==> src/rtl/watch_set_sequencer_pkg.sv <==
// Shared encodings for the watch time-setting sequencer: field, mode and key states.
package watch_set_pkg;

   typedef logic [1:0] field_t;
   typedef logic [1:0] key_state_t;

   localparam field_t FIELD_MSEC = 2'd0;
   localparam field_t FIELD_SEC  = 2'd1;
   localparam field_t FIELD_MIN  = 2'd2;
   localparam field_t FIELD_HOUR = 2'd3;

   localparam logic [0:0] MODE_RUN = 1'b0;
   localparam logic [0:0] MODE_SET = 1'b1;

   localparam key_state_t K_IDLE   = 2'd0;
   localparam key_state_t K_DELAY  = 2'd1;
   localparam key_state_t K_REPEAT = 2'd2;
   localparam key_state_t K_LOCK   = 2'd3;

   // One counter width shared by all tick counters, sized for the largest terminal count.
   function automatic int cnt_width(input int a, input int b, input int c, input int d);
      int m;
      m = a;
      if (b > m) m = b;
      if (c > m) m = c;
      if (d > m) m = d;
      return $clog2(m + 1);
   endfunction

   // Edit order is hour -> min -> sec -> msec -> hour.
   function automatic field_t next_field(input field_t f);
      return f - 2'd1;
   endfunction

endpackage

==> src/rtl/watch_set_sequencer_if.sv <==
// Button/edge inputs and mode/field/pulse outputs of the watch set sequencer.
interface watch_set_sequencer_if;
   logic       i_tick_1ms;
   logic       i_set_toggle;
   logic       i_field_next;
   logic       i_btn_up;
   logic       i_btn_down;
   logic       o_setting;
   logic       o_run;
   logic [1:0] o_field;
   logic [3:0] o_field_onehot;
   logic       o_inc;
   logic       o_dec;
   logic       o_blink;

   modport master (
      output i_tick_1ms, i_set_toggle, i_field_next, i_btn_up, i_btn_down,
      input  o_setting, o_run, o_field, o_field_onehot, o_inc, o_dec, o_blink
   );

   modport slave (
      input  i_tick_1ms, i_set_toggle, i_field_next, i_btn_up, i_btn_down,
      output o_setting, o_run, o_field, o_field_onehot, o_inc, o_dec, o_blink
   );
endinterface

==> src/rtl/watch_set_sequencer_key_repeat.sv <==
// Key FSM: turns held up/down levels into single inc/dec pulses with delayed auto-repeat.
module watch_key_repeat
   import watch_set_pkg::*;
#(
   parameter int REPEAT_DELAY_MS  = 500,
   parameter int REPEAT_PERIOD_MS = 100,
   parameter int CNT_W            = 9
) (
   input  logic       clk,
   input  logic       reset_n,
   input  logic       start,
   input  logic       active,
   input  logic       tick,
   input  logic       up,
   input  logic       down,
   output logic       inc,
   output logic       dec,
   output key_state_t state
);

   localparam logic [CNT_W-1:0] DELAY_LAST  = CNT_W'(REPEAT_DELAY_MS - 1);
   localparam logic [CNT_W-1:0] PERIOD_LAST = CNT_W'(REPEAT_PERIOD_MS - 1);

   key_state_t       state_reg, state_next;
   logic [CNT_W-1:0] cnt_reg, cnt_next;
   logic             dir_reg, dir_next;
   logic             inc_reg, inc_next;
   logic             dec_reg, dec_next;
   logic             pressed, other;
   logic [CNT_W-1:0] last;

   always_comb begin
      state_next = state_reg;
      cnt_next   = cnt_reg;
      dir_next   = dir_reg;
      inc_next   = 1'b0;
      dec_next   = 1'b0;
      pressed    = dir_reg ? up : down;
      other      = dir_reg ? down : up;
      last       = (state_reg == K_DELAY) ? DELAY_LAST : PERIOD_LAST;
      if (start) begin
         // Entering SET with a button already down must not produce a pulse.
         state_next = (up || down) ? K_LOCK : K_IDLE;
         cnt_next   = '0;
      end else if (!active) begin
         state_next = K_IDLE;
         cnt_next   = '0;
      end else begin
         case (state_reg)
            K_IDLE: begin
               cnt_next = '0;
               if (up && down) begin
                  state_next = K_LOCK;
               end else if (up || down) begin
                  state_next = K_DELAY;
                  dir_next   = up;
                  inc_next   = up;
                  dec_next   = down;
               end
            end
            K_DELAY, K_REPEAT: begin
               if (!pressed) begin
                  state_next = K_IDLE;
                  cnt_next   = '0;
               end else if (other) begin
                  state_next = K_LOCK;
                  cnt_next   = '0;
               end else if (tick) begin
                  if (cnt_reg == last) begin
                     state_next = K_REPEAT;
                     cnt_next   = '0;
                     inc_next   = dir_reg;
                     dec_next   = !dir_reg;
                  end else begin
                     cnt_next = cnt_reg + CNT_W'(1);
                  end
               end
            end
            K_LOCK: begin
               cnt_next = '0;
               if (!up && !down) state_next = K_IDLE;
            end
            default: begin
               state_next = K_IDLE;
               cnt_next   = '0;
            end
         endcase
      end
   end

   always_ff @(posedge clk or negedge reset_n) begin
      if (!reset_n) begin
         state_reg <= K_IDLE;
         cnt_reg   <= '0;
         dir_reg   <= 1'b0;
         inc_reg   <= 1'b0;
         dec_reg   <= 1'b0;
      end else begin
         state_reg <= state_next;
         cnt_reg   <= cnt_next;
         dir_reg   <= dir_next;
         inc_reg   <= inc_next;
         dec_reg   <= dec_next;
      end
   end

   assign inc   = inc_reg;
   assign dec   = dec_reg;
   assign state = state_reg;

endmodule

==> src/rtl/watch_set_sequencer.sv <==
// RUN/SET mode, field select and blink control for the watch; key repeat lives in watch_key_repeat.
// Define SET_TIMEOUT_EN to leave SET automatically after TIMEOUT_MS idle ticks.
module watch_set_sequencer
   import watch_set_pkg::*;
#(
   parameter int REPEAT_DELAY_MS  = 500,
   parameter int REPEAT_PERIOD_MS = 100,
   parameter int BLINK_HALF_MS    = 250,
   parameter int TIMEOUT_MS       = 10000
) (
   input logic                 clk,
   input logic                 reset_n,
   watch_set_sequencer_if.slave bus
);

   localparam int CNT_W = cnt_width(REPEAT_DELAY_MS, REPEAT_PERIOD_MS, BLINK_HALF_MS, TIMEOUT_MS);
   localparam logic [CNT_W-1:0] BLINK_LAST = CNT_W'(BLINK_HALF_MS - 1);

   logic [0:0]       mode_reg, mode_next;
   logic             run_reg;
   field_t           field_reg, field_next;
   logic [3:0]       onehot_reg;
   logic             blink_reg;
   logic [CNT_W-1:0] blink_cnt_reg;
   key_state_t       key_state;
   logic             in_set, enter, leave, key_busy, timeout_hit;

   assign in_set   = (mode_reg == MODE_SET);
   assign enter    = !in_set && bus.i_set_toggle;
   // A button seen in K_IDLE is about to leave it, so it already counts as activity.
   assign key_busy = (key_state != K_IDLE) || bus.i_btn_up || bus.i_btn_down;

`ifdef SET_TIMEOUT_EN
   localparam logic [CNT_W-1:0] TIMEOUT_LAST = CNT_W'(TIMEOUT_MS - 1);
   logic [CNT_W-1:0] idle_cnt_reg;

   assign timeout_hit = in_set && bus.i_tick_1ms && !bus.i_field_next && !key_busy
                        && (idle_cnt_reg == TIMEOUT_LAST);

   always_ff @(posedge clk or negedge reset_n) begin
      if (!reset_n) begin
         idle_cnt_reg <= '0;
      end else if (!in_set || bus.i_field_next || key_busy || timeout_hit) begin
         idle_cnt_reg <= '0;
      end else if (bus.i_tick_1ms) begin
         idle_cnt_reg <= idle_cnt_reg + CNT_W'(1);
      end
   end
`else
   assign timeout_hit = 1'b0;
`endif

   assign leave = in_set && (bus.i_set_toggle || timeout_hit);

   always_comb begin
      mode_next  = mode_reg;
      field_next = field_reg;
      if (enter) begin
         mode_next  = MODE_SET;
         field_next = FIELD_HOUR;
      end else if (leave) begin
         mode_next = MODE_RUN;
      end else if (in_set && bus.i_field_next) begin
         field_next = next_field(field_reg);
      end
   end

   always_ff @(posedge clk or negedge reset_n) begin
      if (!reset_n) begin
         mode_reg      <= MODE_RUN;
         run_reg       <= 1'b1;
         field_reg     <= FIELD_HOUR;
         onehot_reg    <= 4'b0000;
         blink_reg     <= 1'b0;
         blink_cnt_reg <= '0;
      end else begin
         mode_reg   <= mode_next;
         run_reg    <= (mode_next == MODE_RUN);
         field_reg  <= field_next;
         onehot_reg <= (mode_next == MODE_SET) ? (4'b0001 << field_next) : 4'b0000;
         // Digits stay lit while adjusting; a field change restarts the blink phase.
         if (!in_set || leave || bus.i_field_next || key_busy) begin
            blink_reg     <= 1'b0;
            blink_cnt_reg <= '0;
         end else if (bus.i_tick_1ms) begin
            if (blink_cnt_reg == BLINK_LAST) begin
               blink_reg     <= !blink_reg;
               blink_cnt_reg <= '0;
            end else begin
               blink_cnt_reg <= blink_cnt_reg + CNT_W'(1);
            end
         end
      end
   end

   watch_key_repeat #(
      .REPEAT_DELAY_MS  (REPEAT_DELAY_MS),
      .REPEAT_PERIOD_MS (REPEAT_PERIOD_MS),
      .CNT_W            (CNT_W)
   ) u_key (
      .clk     (clk),
      .reset_n (reset_n),
      .start   (enter),
      .active  (in_set && !leave),
      .tick    (bus.i_tick_1ms),
      .up      (bus.i_btn_up),
      .down    (bus.i_btn_down),
      .inc     (bus.o_inc),
      .dec     (bus.o_dec),
      .state   (key_state)
   );

   assign bus.o_setting      = mode_reg;
   assign bus.o_run          = run_reg;
   assign bus.o_field        = field_reg;
   assign bus.o_field_onehot = onehot_reg;
   assign bus.o_blink        = blink_reg;

endmodule

==> src/flat_wrapper.sv <==
// flat-port wrapper written by rule: the top's interface ports become plain ports
module watch_set_sequencer_flat import watch_set_pkg::*;
#(
   parameter int REPEAT_DELAY_MS  = 500,
   parameter int REPEAT_PERIOD_MS = 100,
   parameter int BLINK_HALF_MS    = 250,
   parameter int TIMEOUT_MS       = 10000
)
  (clk, reset_n, bus_i_tick_1ms, bus_i_set_toggle, bus_i_field_next, bus_i_btn_up, bus_i_btn_down, bus_o_setting, bus_o_run, bus_o_field, bus_o_field_onehot, bus_o_inc, bus_o_dec, bus_o_blink);
  watch_set_sequencer_if bus_i ();
  input logic clk;
  input logic reset_n;
  input wire logic [$bits(bus_i.i_tick_1ms)-1:0] bus_i_tick_1ms;
  input wire logic [$bits(bus_i.i_set_toggle)-1:0] bus_i_set_toggle;
  input wire logic [$bits(bus_i.i_field_next)-1:0] bus_i_field_next;
  input wire logic [$bits(bus_i.i_btn_up)-1:0] bus_i_btn_up;
  input wire logic [$bits(bus_i.i_btn_down)-1:0] bus_i_btn_down;
  output wire logic [$bits(bus_i.o_setting)-1:0] bus_o_setting;
  output wire logic [$bits(bus_i.o_run)-1:0] bus_o_run;
  output wire logic [$bits(bus_i.o_field)-1:0] bus_o_field;
  output wire logic [$bits(bus_i.o_field_onehot)-1:0] bus_o_field_onehot;
  output wire logic [$bits(bus_i.o_inc)-1:0] bus_o_inc;
  output wire logic [$bits(bus_i.o_dec)-1:0] bus_o_dec;
  output wire logic [$bits(bus_i.o_blink)-1:0] bus_o_blink;
  assign bus_i.i_tick_1ms = bus_i_tick_1ms;
  assign bus_i.i_set_toggle = bus_i_set_toggle;
  assign bus_i.i_field_next = bus_i_field_next;
  assign bus_i.i_btn_up = bus_i_btn_up;
  assign bus_i.i_btn_down = bus_i_btn_down;
  assign bus_o_setting = bus_i.o_setting;
  assign bus_o_run = bus_i.o_run;
  assign bus_o_field = bus_i.o_field;
  assign bus_o_field_onehot = bus_i.o_field_onehot;
  assign bus_o_inc = bus_i.o_inc;
  assign bus_o_dec = bus_i.o_dec;
  assign bus_o_blink = bus_i.o_blink;
  watch_set_sequencer #(.REPEAT_DELAY_MS(REPEAT_DELAY_MS), .REPEAT_PERIOD_MS(REPEAT_PERIOD_MS), .BLINK_HALF_MS(BLINK_HALF_MS), .TIMEOUT_MS(TIMEOUT_MS)) u_core (.clk(clk), .reset_n(reset_n), .bus(bus_i));
endmodule
==> config.mk <==
export PLATFORM = sky130hd
export DESIGN_NAME = watch_set_sequencer_flat
export DESIGN_NICKNAME = d
export VERILOG_FILES = /design/src/rtl/watch_set_sequencer_pkg.sv /design/src/rtl/watch_set_sequencer_if.sv /design/src/rtl/watch_set_sequencer_key_repeat.sv /design/src/rtl/watch_set_sequencer.sv /design/src/flat_wrapper.sv
export SDC_FILE = /design/constraint.sdc
export NUM_CORES = 1
export LEC_CHECK = 0
export BUFFER_PORTS_ARGS = -buffer_cell sky130_fd_sc_hd__buf_4
export CAP_MARGIN = 25
export CORE_MARGIN = 2
export CORE_UTILIZATION = 35
export CTS_CLUSTER_DIAMETER = 120
export DETAILED_ROUTE_END_ITERATION = 6
export GPL_TIMING_DRIVEN = 0
export HOLD_SLACK_MARGIN = 0.1
export PLACE_DENSITY_LB_ADDON = 0.15
export SYNTH_ARGS = -nofsm -noshare
export SYNTH_HDL_FRONTEND = slang
export SYNTH_SLANG_ARGS = --single-unit
export TNS_END_PERCENT = 100
==> constraint.sdc <==
create_clock -name clk -period 2.42 [get_ports clk]
set_clock_uncertainty 0.15 [all_clocks]
set_input_delay 0.363 -clock clk [delete_from_list [all_inputs] [get_ports clk]]
set_output_delay 0.363 -clock clk [all_outputs]
set_load 0.1 [all_outputs]
# Yosys cells after proc, flatten, opt, wreduce, memory -nomap -nowiden

Cells that the tools add are included.

Register bits after elaboration: 42
Bits in latches: 0
RAM bits: 0
ROM bits: 0
Bits of input ports: 7
Output and inout bits: 11
Word-level logic and storage cells: 105
Memories kept: 0

Add/sub/neg operators: 3
Multiply operators: 0
Div/mod/pow operators: 0
$lt $le $gt $ge: 0
Eq/ne operators: 9
Shifts and indexed selects: 1
Multiplexer cells: 51
Bitwise gates (word level): 3
Reduce and logical (&&, ||, !) cells: 27

Operators with widths:

| cell                                                                     | count |
|---|---|
| 14-bit two-way mux                                                       | 9 |
| 14-bit by 1-bit adder with 14-bit output (second input constant)         | 2 |
| 14-bit one-hot mux with 2 select lines                                   | 1 |
| 2-bit two-way mux                                                        | 13 |
| 1-bit two-way mux                                                        | 23 |
| 14-bit by 8-bit == test with 1-bit output (second input constant)        | 1 |
| 14-bit by 9-bit == test with 1-bit output                                | 1 |
| 6-bit by 5-bit inequality test with 1-bit output (second input constant) | 2 |
| 9-bit two-way mux                                                        | 1 |
| 1-bit logical AND                                                        | 6 |
| 1-bit zero test                                                          | 6 |
| 1-bit logical OR                                                         | 6 |
| 2-bit one-hot mux with 3 select lines                                    | 1 |
| 2-bit nonzero test                                                       | 3 |
| 5-bit by 4-bit inequality test with 1-bit output (second input constant) | 1 |
| 5-bit AND reduction                                                      | 1 |
| 2-bit == test (second input constant)                                    | 2 |
| 4-bit two-way mux                                                        | 1 |
| 4-bit by 3-bit inequality test with 1-bit output (second input constant) | 1 |
| 1-bit one-hot mux with 2 select lines                                    | 2 |
| 4-bit AND reduction                                                      | 1 |
| 2-bit OR reduction                                                       | 2 |
| 1-bit by 2-bit << shifter with 4-bit output (first input constant)       | 1 |
| 1-bit inverter                                                           | 3 |
| other kinds (4)                                                          | 4 |

# Longest topological paths before layout

Gate-level depths: netlist of the first run.

Depth in word-level cells: 10
Mapped depth: 8

# Cells and area by module

A second synthesis of the first run with hierarchy kept.

Cells, all modules: 244
Area total of the unflattened synthesis: 2394.8 um2

By module, submodules not included:

| module              | times used | cells each | area each (um2) |
|---|---|---|---|
| watch_set_sequencer | 1          | 123        | 1256.2 |
| watch_key_repeat    | 1          | 121        | 1138.6 |

# Worst setup path before layout of the first run

OpenSTA, ideal clock, no wires.

Path kind: flip-flop to flip-flop
Start point: register u_core.mode_reg, in the netlist u_core.bus.o_setting
End point: register u_core.u_key.cnt_reg[12]
Data arrival time: 2.385 ns
Data required time: 2.197 ns
Setup slack: -0.188 ns
Cell stages (with the launch flop): 8
Path buffers: 1
Period minus slack after synthesis: 2.608 ns
Cell sequence: dfrtp_1 inv_1 ha_1 nand2b_1 a2111oi_4 buf_6 or4_2 a21oi_2

Word-level cells in the longest chain between the ends: 5
Elaborated cells between the ends (all ways): 8

Ends and longest elaborated chain:

| element                | line                                  | text |
|---|---|---|
| start, declared        | watch_set_sequencer.sv:19             | `logic [0:0] mode_reg, mode_next;` |
| start signal, assigned | watch_set_sequencer.sv:77             | `mode_reg <= mode_next;` |
| 1-bit logical AND      | watch_set_sequencer.sv:53             | `assign leave = in_set && (bus.i_set_toggle \|\| timeout_hit);` |
| 1-bit zero test        | watch_set_sequencer.sv:104            | `.active (in_set && !leave),` |
| 1-bit logical AND      | watch_set_sequencer.sv:104            |  |
| 14-bit two-way mux     | watch_set_sequencer_key_repeat.sv:45  | `end else if (!active) begin` |
| 14-bit two-way mux     | watch_set_sequencer_key_repeat.sv:41  | `if (start) begin` |
| end signal, assigned   | watch_set_sequencer_key_repeat.sv:100 | `cnt_reg <= cnt_next;` |
| end, declared          | watch_set_sequencer_key_repeat.sv:25  | `logic [CNT_W-1:0] cnt_reg, cnt_next;` |

Parallel ways exist; a longest one is shown, timed or not.
A chain may end at the register's enable or synchronous reset.

# Worst setup path after layout of the first run

Same ends and word-level chain as after synthesis.

==> reports/summary.md, run 1 <==
The most used flip-flop cell after synthesis is dfrtp_1. The floorplan die width was 88.5 um. The initial antenna violation count came out at 0.

The critical path is of the flip-flop to flip-flop type. For the worst setup path, the data arrival time is 2.36 ns. Counting flops and latches in the post-synthesis netlist gives 42.

The final count of pins violating max slew was 0. For the number of placed I/O pins, the log shows 18. The logs give 1.10 nW for the leakage component of the power and 9500 um for the wire length of the first global-routing pass. The clock drives 42 sinks. In this run the number of H-tree levels came out at 2.

The multi-input combinational cells in the finished layout cover a total of 1330 um2. The tools report the DRC violation count after routing as 0. In the final routed layout, each cell accounts on average for 14.1 um. The tools report the sequential cell area fraction in the yosys report as 0.422. The share of total power in the clock network was 0.237. The detail route stage leaves a number of antenna-violating nets equal to 0. The tools report the first-pass iteration count of the detailed router as 4. The root buffer selected by CTS is clkbuf_8. The tightest hold path in the finished design has a slack of 0.181 ns.

The routed length on met2 is 2460 um. Yosys printed 0 warnings. The fraction of synthesis flops using an asynchronous set or reset pin is 1.00. The kind of cell with the highest combined delay on the critical path was simple AND/OR/NAND/NOR gates.

The signal on the critical path passes through inv_1, ha_1, nand2b_2, a2111oi_4, buf_6, or4_2, a21oi_2. The total design power was 0.00235 W. The final layout contains 301 nets. The routed layout has 2063 vias. Top layer used by detailed routing: met4. The actual slew at the worst max-slew pin is 0.548 ns.

For this run, the slowest stage of the critical path takes 0.65 ns. In the post-route analysis, the smallest setup slack over all paths is 0.142 ns. Counting every instance in the synthesized netlist gives 262.

Across the run, the number of max-cap violations was 0. The area growth from synthesis to layout is 14.9%. The count of input and output buffers is 15, and the power share of the combinational group is 0.404.

A synthesized cell averages 9.53 um2. At the placement stage, the worst setup path has a slack of -0.00402 ns. The weighted congestion reported at the end of routability-driven placement is 0.820.

The share of post-route cells with drive strength above 1 works out to 0.206. The cell area that synthesis handed to floorplanning was 2500 um2. Summed over all nets, wire length on met3 after detailed routing comes to 127 um. After floorplanning, the core was divided into 30 placement rows. For this block, wires on met1 add up to 2730 um. Detailed-route vias per instance: 5.40.

The logs give 0.359 for the sequential power share and 3760 um for the post-detailed-placement half-perimeter wirelength. After the first detailed-routing iteration, the DRC count stood at 130. The worst register-to-register path begins at u_core.bus.o_setting$_DFF_PN0_. The overall overflow remaining after global route was 0; the peak fanout along the critical path was 10. The final period utilization is 0.941. The layout has 702 filler cells. The critical path contains buffers and inverters numbering 2 combined.

TritonCTS built the clock tree. At the later pin of the worst-skew pair, clock insertion delay measures 0.30 ns. Timing would allow up to 439 MHz. The flow ran to the end, and the final reports show no timing, DRC or antenna violations. The time the final worst path needs with I/O delays and setup is 2.28 ns.

The die area is 7830 um2, and the total CTS buffers is 5. The effective utilization at floorplan came out at 0.366. The internal cell power is 0.00133 W, and the height of the chip is 88.5 um. The worst setup path is captured at a flip-flop. In this run the deepest clock path goes through 2 buffers. Proportion of total power due to net switching: 0.434. The startpoint class of the critical path was a flip-flop. Capture instance of the worst register-to-register path: u_core.u_key.cnt_reg[12]$_DFFE_PN0N_.

The overall global routing resource usage came out at 0.155. The floorplan step defined a core boundary enclosing 6830 um2. The number of failing hold endpoints at the final stage came out at 0.

The via count of the first global-routing pass came out at 1910. The routed design has 5380 um of wire. The critical path data required time was 2.50 ns. The area used by sequential logic in the layout is 1060 um2. Buffers added to address setup during post-CTS repair amount to 0. Counting cells, the worst reg-to-reg path comes to 7. The worst register-to-register path has a setup slack of 0.14 ns. For the total of endpoints with negative setup slack in the final report, the log shows 0. The power density normalized to cell area is 819 nW/um2. Summed over all nets, the switching power comes to 0.00102 W. In this run, synthesis inferred 0 flip-flops with an integrated enable. The headroom to the max-slew limit is 0.632. For hold timing, the worst endpoint is u_core.u_key.dir_reg$_DFFE_PN0P_. Entering global routing, the biggest net connects 43 pins. The critical path runs through a total of 7 cells. In this run the most critical hold path is launched from bus_i_btn_up. The number of nets in the synthesized netlist is 278, and the clock-pin slew reported for the worst setup and hold paths after clock tree synthesis is 0.08 ns. The worst hold path cell count is 3.

0 antenna diodes ended up in the layout. The count of unique library cells instantiated by Yosys came out at 52. Among all stages on the critical path, the largest delay is contributed by or4_2. For the maximum ir drop on the vdd rail, the log shows 0.602 mV. In this run the worst hold path is classified as input pin to flip-flop.
[stage by stage]
| step | cell area, um2 | utilization | instances | setup TNS (ns) |
|---|---|---|---|---|
| final | 2870 | 0.420 | 382 | 0 |
| after global routing | 2870 | 0.420 | 382 | -0.00700 |
| after CTS | 2850 | 0.418 | 382 | 0 |
| after detailed placement | 2730 | 0.400 | 373 | -0.00402 |
| after global placement | 2730 | 0.400 | 373 | 0 |
| after floorplan | 2500 | - | 262 | 0 |
[layout by cell type (no fill, tap or decap), types with 5 or more instances in the layout]
master / instances
a21oi_1: 12
a21oi_2: 10
a31oi_1: 6
and3_1: 5
buf_4: 16
clkbuf_1: 5
clkbuf_8: 5
dfrtp_1: 38
ha_1: 9
inv_1: 15
nand2_1: 24
nand3_1: 14
nand4_1: 5
nor2_1: 9
nor3_1: 8
o21ai_0: 7
o21ai_1: 5
o31ai_1: 13
or4_1: 6
or4_2: 5
[area by class of cell]
cell class                 instances  area share
multi-input combinational        194       0.463
clock inverter                     1      0.0105
tap                               96      0.0418
buffer                            11      0.0283
sequential                        42       0.368
timing repair buffer              16      0.0427
inverter                          15      0.0196
clock buffer                       7      0.0266
[worst register-to-register path: cells and delay by family, from the launching register on]
family | cells | cell delay [ns]
DFF | 1 | 0.45
buffers and inverters | 2 | 0.24
adders and majority gates | 1 | 0.25
and+or+nand+nor | 2 | 0.91
AOI/OAI and AO/OA | 2 | 0.22
[synth_stat cells, drive strengths merged (3+ instances only)]
cell / count / area share
dfrtp: 39 / 0.39
nand2: 24 / 0.036
a21oi: 22 / 0.059
inv: 15 / 0.023
nand3: 14 / 0.028
o31ai: 13 / 0.039
o21ai: 12 / 0.024
or4: 11 / 0.036
nor3: 10 / 0.024
ha: 9 / 0.045
nor2: 9 / 0.014
buf: 8 / 0.028
or3: 8 / 0.022
a31oi: 6 / 0.015
and3: 5 / 0.013
nand4: 5 / 0.013
nand3b: 4 / 0.012
nor4: 4 / 0.010
o2111ai: 4 / 0.014
clkbuf: 3 / 0.0045
dfstp: 3 / 0.032
mux2i: 3 / 0.012
nand2b: 3 / 0.0075
xor2: 3 / 0.011
[logic make-up (layout without fill, tap and decap cells)]
logic type | Yosys count | count (layout) | synth area share
buffers and inverters | 26 | 50 | 0.0551
XOR/XNOR | 4 | 4 | 0.0140
flip-flops | 42 | 42 | 0.422
multiplexers | 3 | 3 | 0.0120
AO/OA/AOI/OAI | 68 | 68 | 0.195
AND/OR/NAND/NOR | 110 | 110 | 0.256
adder cells (fa/ha/maj) | 9 | 9 | 0.0451
[worst max path at each step]
stage | startpoint | endpoint | slack (ns)
after global placement | u_core.u_key.state[0]$_DFFE_PN0P_ | u_core.blink_cnt_reg[6]$_DFFE_PN0P_ | 0.02
after CTS | u_core.bus.o_setting$_DFF_PN0_ | u_core.u_key.cnt_reg[12]$_DFFE_PN0N_ | 0.05
after detailed placement | u_core.u_key.state[1]$_DFFE_PN0P_ | u_core.blink_cnt_reg[8]$_DFFE_PN0P_ | -0.004
after global routing | u_core.u_key.state[0]$_DFFE_PN0P_ | u_core.blink_cnt_reg[6]$_DFFE_PN0P_ | -0.007
after floorplan | u_core.bus.o_setting$_DFF_PN0_ | u_core.u_key.cnt_reg[12]$_DFFE_PN0N_ | 0.007
final | u_core.bus.o_setting$_DFF_PN0_ | u_core.u_key.cnt_reg[12]$_DFFE_PN0N_ | 0.14
[layer usage]
layer / track usage / vias up
li1: - / 1035
met1: 0.226 / 1001
met2: 0.233 / 21
met3: 0.0317 / 6
met4: 0.0413 / 0
met5: 0 / -
[power by group through the flow]
stage / Clock, W / Sequential [W] / Combinational, W
final: 0.000557 / 0.000844 / 0.000950
after global placement: 0 / 0.000857 / 0.000946
after CTS: 0.000575 / 0.000844 / 0.000950
after floorplan: 0 / 0.00127 / 0.000332
after detailed placement: 0 / 0.000856 / 0.000947
after global routing: 0.000605 / 0.000854 / 0.00102
[timing repair]
item	in CTS	in global routing
endpoints found under the setup margin	2	10
hold buffers	1	0
gates resized for setup	1	3
endpoints found under the hold margin	39	0
(Power assumes the default switching activity.)
==> inputs of run 2 (changes only) <==
- CTS_CLUSTER_SIZE: not set -> 14
- clock period: 2.42 -> 2.5 ns (I/O delays scaled with it)
==> run 2 against run 1 <==
Register-to-register slack better by 0.07 ns. Count of clock-buffer cells in the layout unchanged. Non-clock buffer count unchanged. Clock power down 3.9%. First-iteration DRC count down 4.6%. Critical endpoint unchanged. Highest routed layer unchanged.
==> reports/summary.md, run 2 (synthesized netlist as in run 1, its figures left out) <==
Signal arrival time at the worst endpoint: 2.36 ns. Most common cell after layout, fill and taps aside: dfrtp_1. The first global-routing pass estimated 9500 um of wire.

The critical path goes through inv_1, ha_1, nand2b_2, a2111oi_4, buf_6, or4_2, a21oi_2. In this run, the number of DRC markers left after iteration 0 of detailed routing was 124. The min-delay analysis places its worst path in the category input pin to flip-flop. The initialized floorplan defines 30 standard-cell rows.

The worst hold path terminates at u_core.u_key.dir_reg$_DFFE_PN0P_. The final count of pins violating max slew came out at 0. In the final timing run, aggregate negative setup slack is 0 ns. After detailed routing, the number of vias per cell comes to 5.38. The area of the placeable core was 6830 um2; the actual slew at the worst max-slew pin was 0.558 ns. The overall overflow remaining after global route came out at 0. The leakage component of the power is 1.10 nW, and the clock tree buffer depth is 2. In this run the worst path has a maximum fanout of 10. The run gives 7830 um2 as the die area. Number of nets with antenna violations after detailed routing: 0.

In this run the tool buffered the top-level ports with 15 buffer cells. In this run the clock root is driven by a clkbuf_8. Startpoint of the worst register-to-register path: u_core.bus.o_setting$_DFF_PN0_. The tree built by TritonCTS fans out to 42 sinks. The worst min-delay path startpoint was bus_i_btn_up.

Detailed routing inserted a total of 2056 vias. At the later pin of the worst-skew pair, clock insertion delay measures 0.30 ns. After detailed routing, the total wire length is 5360 um.

The logs give 0.820 for the weighted congestion reported at the end of routability-driven placement and 0 for the number of failing hold endpoints at the final stage. The worst register-to-register path ends at u_core.u_key.cnt_reg[12]$_DFFE_PN0N_. Area overhead of the layout relative to synthesis: 14.6%. Final period utilization: 0.914.

In the final design database the tool counted 301 nets. Across the VDD grid, the largest voltage drop is 0.583 mV. 0 antenna diodes ended up in the layout.

The worst setup path is of the flip-flop to flip-flop kind. Number of fill cells in the layout: 700. The tools report the headroom to the max-slew limit as 0.628. For this design, the slowest cell found on the critical path is or4_2. The largest single stage delay on the critical path is 0.65 ns.

The tools report the post-placement cell count as 373. For the pin count of the biggest net entering global routing, the log shows 43. The overall global routing resource usage is 0.155. Setup repair after global routing left no endpoint under its margin. For the number of placed I/O pins, the log shows 18.

TritonCTS built the clock tree. The startpoint class of the critical path is a flip-flop. Share of post-route cells with drive strength above 1: 0.203.

The floorplan step set the die width to 88.5 um. The routed design could run at a clock period as short as 2.28 ns. The tools report the endpoint kind of the worst setup timing path as a flip-flop.

The HPWL after detailed placement is 3760 um. Total of endpoints with negative setup slack in the final report: 0. The worst hold path was traced through 3 stages. The finished layout holds 382 standard cells, fillers aside. The top cell types in the final layout, fill and taps aside, are dfrtp_1 (38), nand2_1 (24), buf_4 (16). Derived from the worst setup path, the maximum achievable clock frequency is 438 MHz. The number of buffers inserted by post-CTS setup repair is 0. The effective utilization at floorplan is 0.366, and the height of the chip is 88.5 um.

The first-pass iteration count of the detailed router was 4; the critical path data required time was 2.58 ns. The via count of the first global-routing pass is 1910. Clock tree synthesis inserted a total of 5 buffers. The count of cells along the worst register-to-register path was 7; the clock-pin slew reported for the worst setup and hold paths after clock tree synthesis was 0.08 ns.

The power density normalized to cell area is 793 nW/um2, and the initial antenna violation count is 0. The logs give 0.22 ns for the reg-to-reg setup timing slack and 2 for the maximum level of the CTS H-tree. The run finished with clean final reports. The tools report the DRC violation count after routing as 0. Max-cap violations in this run came to 0. In the final routed layout, each cell accounts on average for 14.0 um.
## run 2: how the worst max path moves through the flow
stage / startpoint / end / depth (start not counted)
2_1_floorplan: u_core.bus.o_setting$_DFF_PN0_ / u_core.u_key.cnt_reg[12]$_DFFE_PN0N_ / 7
3_3_place_gp: u_core.u_key.state[0]$_DFFE_PN0P_ / u_core.blink_cnt_reg[6]$_DFFE_PN0P_ / 8
3_5_place_dp: u_core.u_key.state[1]$_DFFE_PN0P_ / u_core.blink_cnt_reg[8]$_DFFE_PN0P_ / 8
4_1_cts: u_core.u_key.state[1]$_DFFE_PN0P_ / u_core.blink_cnt_reg[6]$_DFFE_PN0P_ / 8
5_1_grt: u_core.u_key.state[0]$_DFFE_PN0P_ / u_core.blink_cnt_reg[7]$_DFFE_PN0P_ / 8
6_report: u_core.bus.o_setting$_DFF_PN0_ / u_core.u_key.cnt_reg[12]$_DFFE_PN0N_ / 7
## run 2: report_power, final
| part | internal [W] | switching [W] |
|---|---|---|
| clock network | 0.000299 | 0.000236 |
| logic | 0.000221 | 0.000697 |
| registers | 0.000768 | 0.0000482 |
## run 2: layer usage
metal  up-vias  share of wire  track usage
met2        30           0.46        0.233
met4         0         0.0067       0.0413
met1       984           0.50        0.226
li1       1038              -            -
met3         4          0.029       0.0317
met5         -              0            0
## run 2: repair_timing
action	in CTS	in global routing
hold endpoints to repair	39	0
setup endpoints to repair	0	8
hold buffers	1	0
gates resized for setup	0	3
## run 2: worst max-delay path, delay by kind of cell (launching register included)
| family | cells | cell delay, ns |
|---|---|---|
| AND/OR/NAND/NOR | 2 | 0.90 |
| flip-flops | 1 | 0.45 |
| buffers and inverters | 2 | 0.23 |
| AO/OA/AOI/OAI | 2 | 0.22 |
| adder cells (fa/ha/maj) | 1 | 0.25 |
## run 2: cell type report
class	instances	area (um2)	share of cell area
sequential	42	1060	0.369
multi-input combinational	194	1320	0.461
clock buffer	7	76.3	0.0267
inverter	15	56.3	0.0197
clock inverter	1	30.0	0.0105
buffer	11	81.3	0.0284
timing repair buffer	16	123	0.0428
tap	96	120	0.0420
## run 2: stage by stage
step / total power (W) / hold slack (ns) / utilization / setup slack (ns) / cell area, um2
2_1_floorplan: 0.00155 / -0.0706 / - / 0.0868 / 2500
3_3_place_gp: 0.00175 / 0.261 / 0.400 / 0.0955 / 2730
3_5_place_dp: 0.00175 / 0.260 / 0.400 / 0.0760 / 2730
4_1_cts: 0.00229 / 0.182 / 0.417 / 0.0779 / 2850
5_1_grt: 0.00240 / 0.200 / 0.419 / 0.0529 / 2860
6_report: 0.00227 / 0.195 / 0.419 / 0.216 / 2860
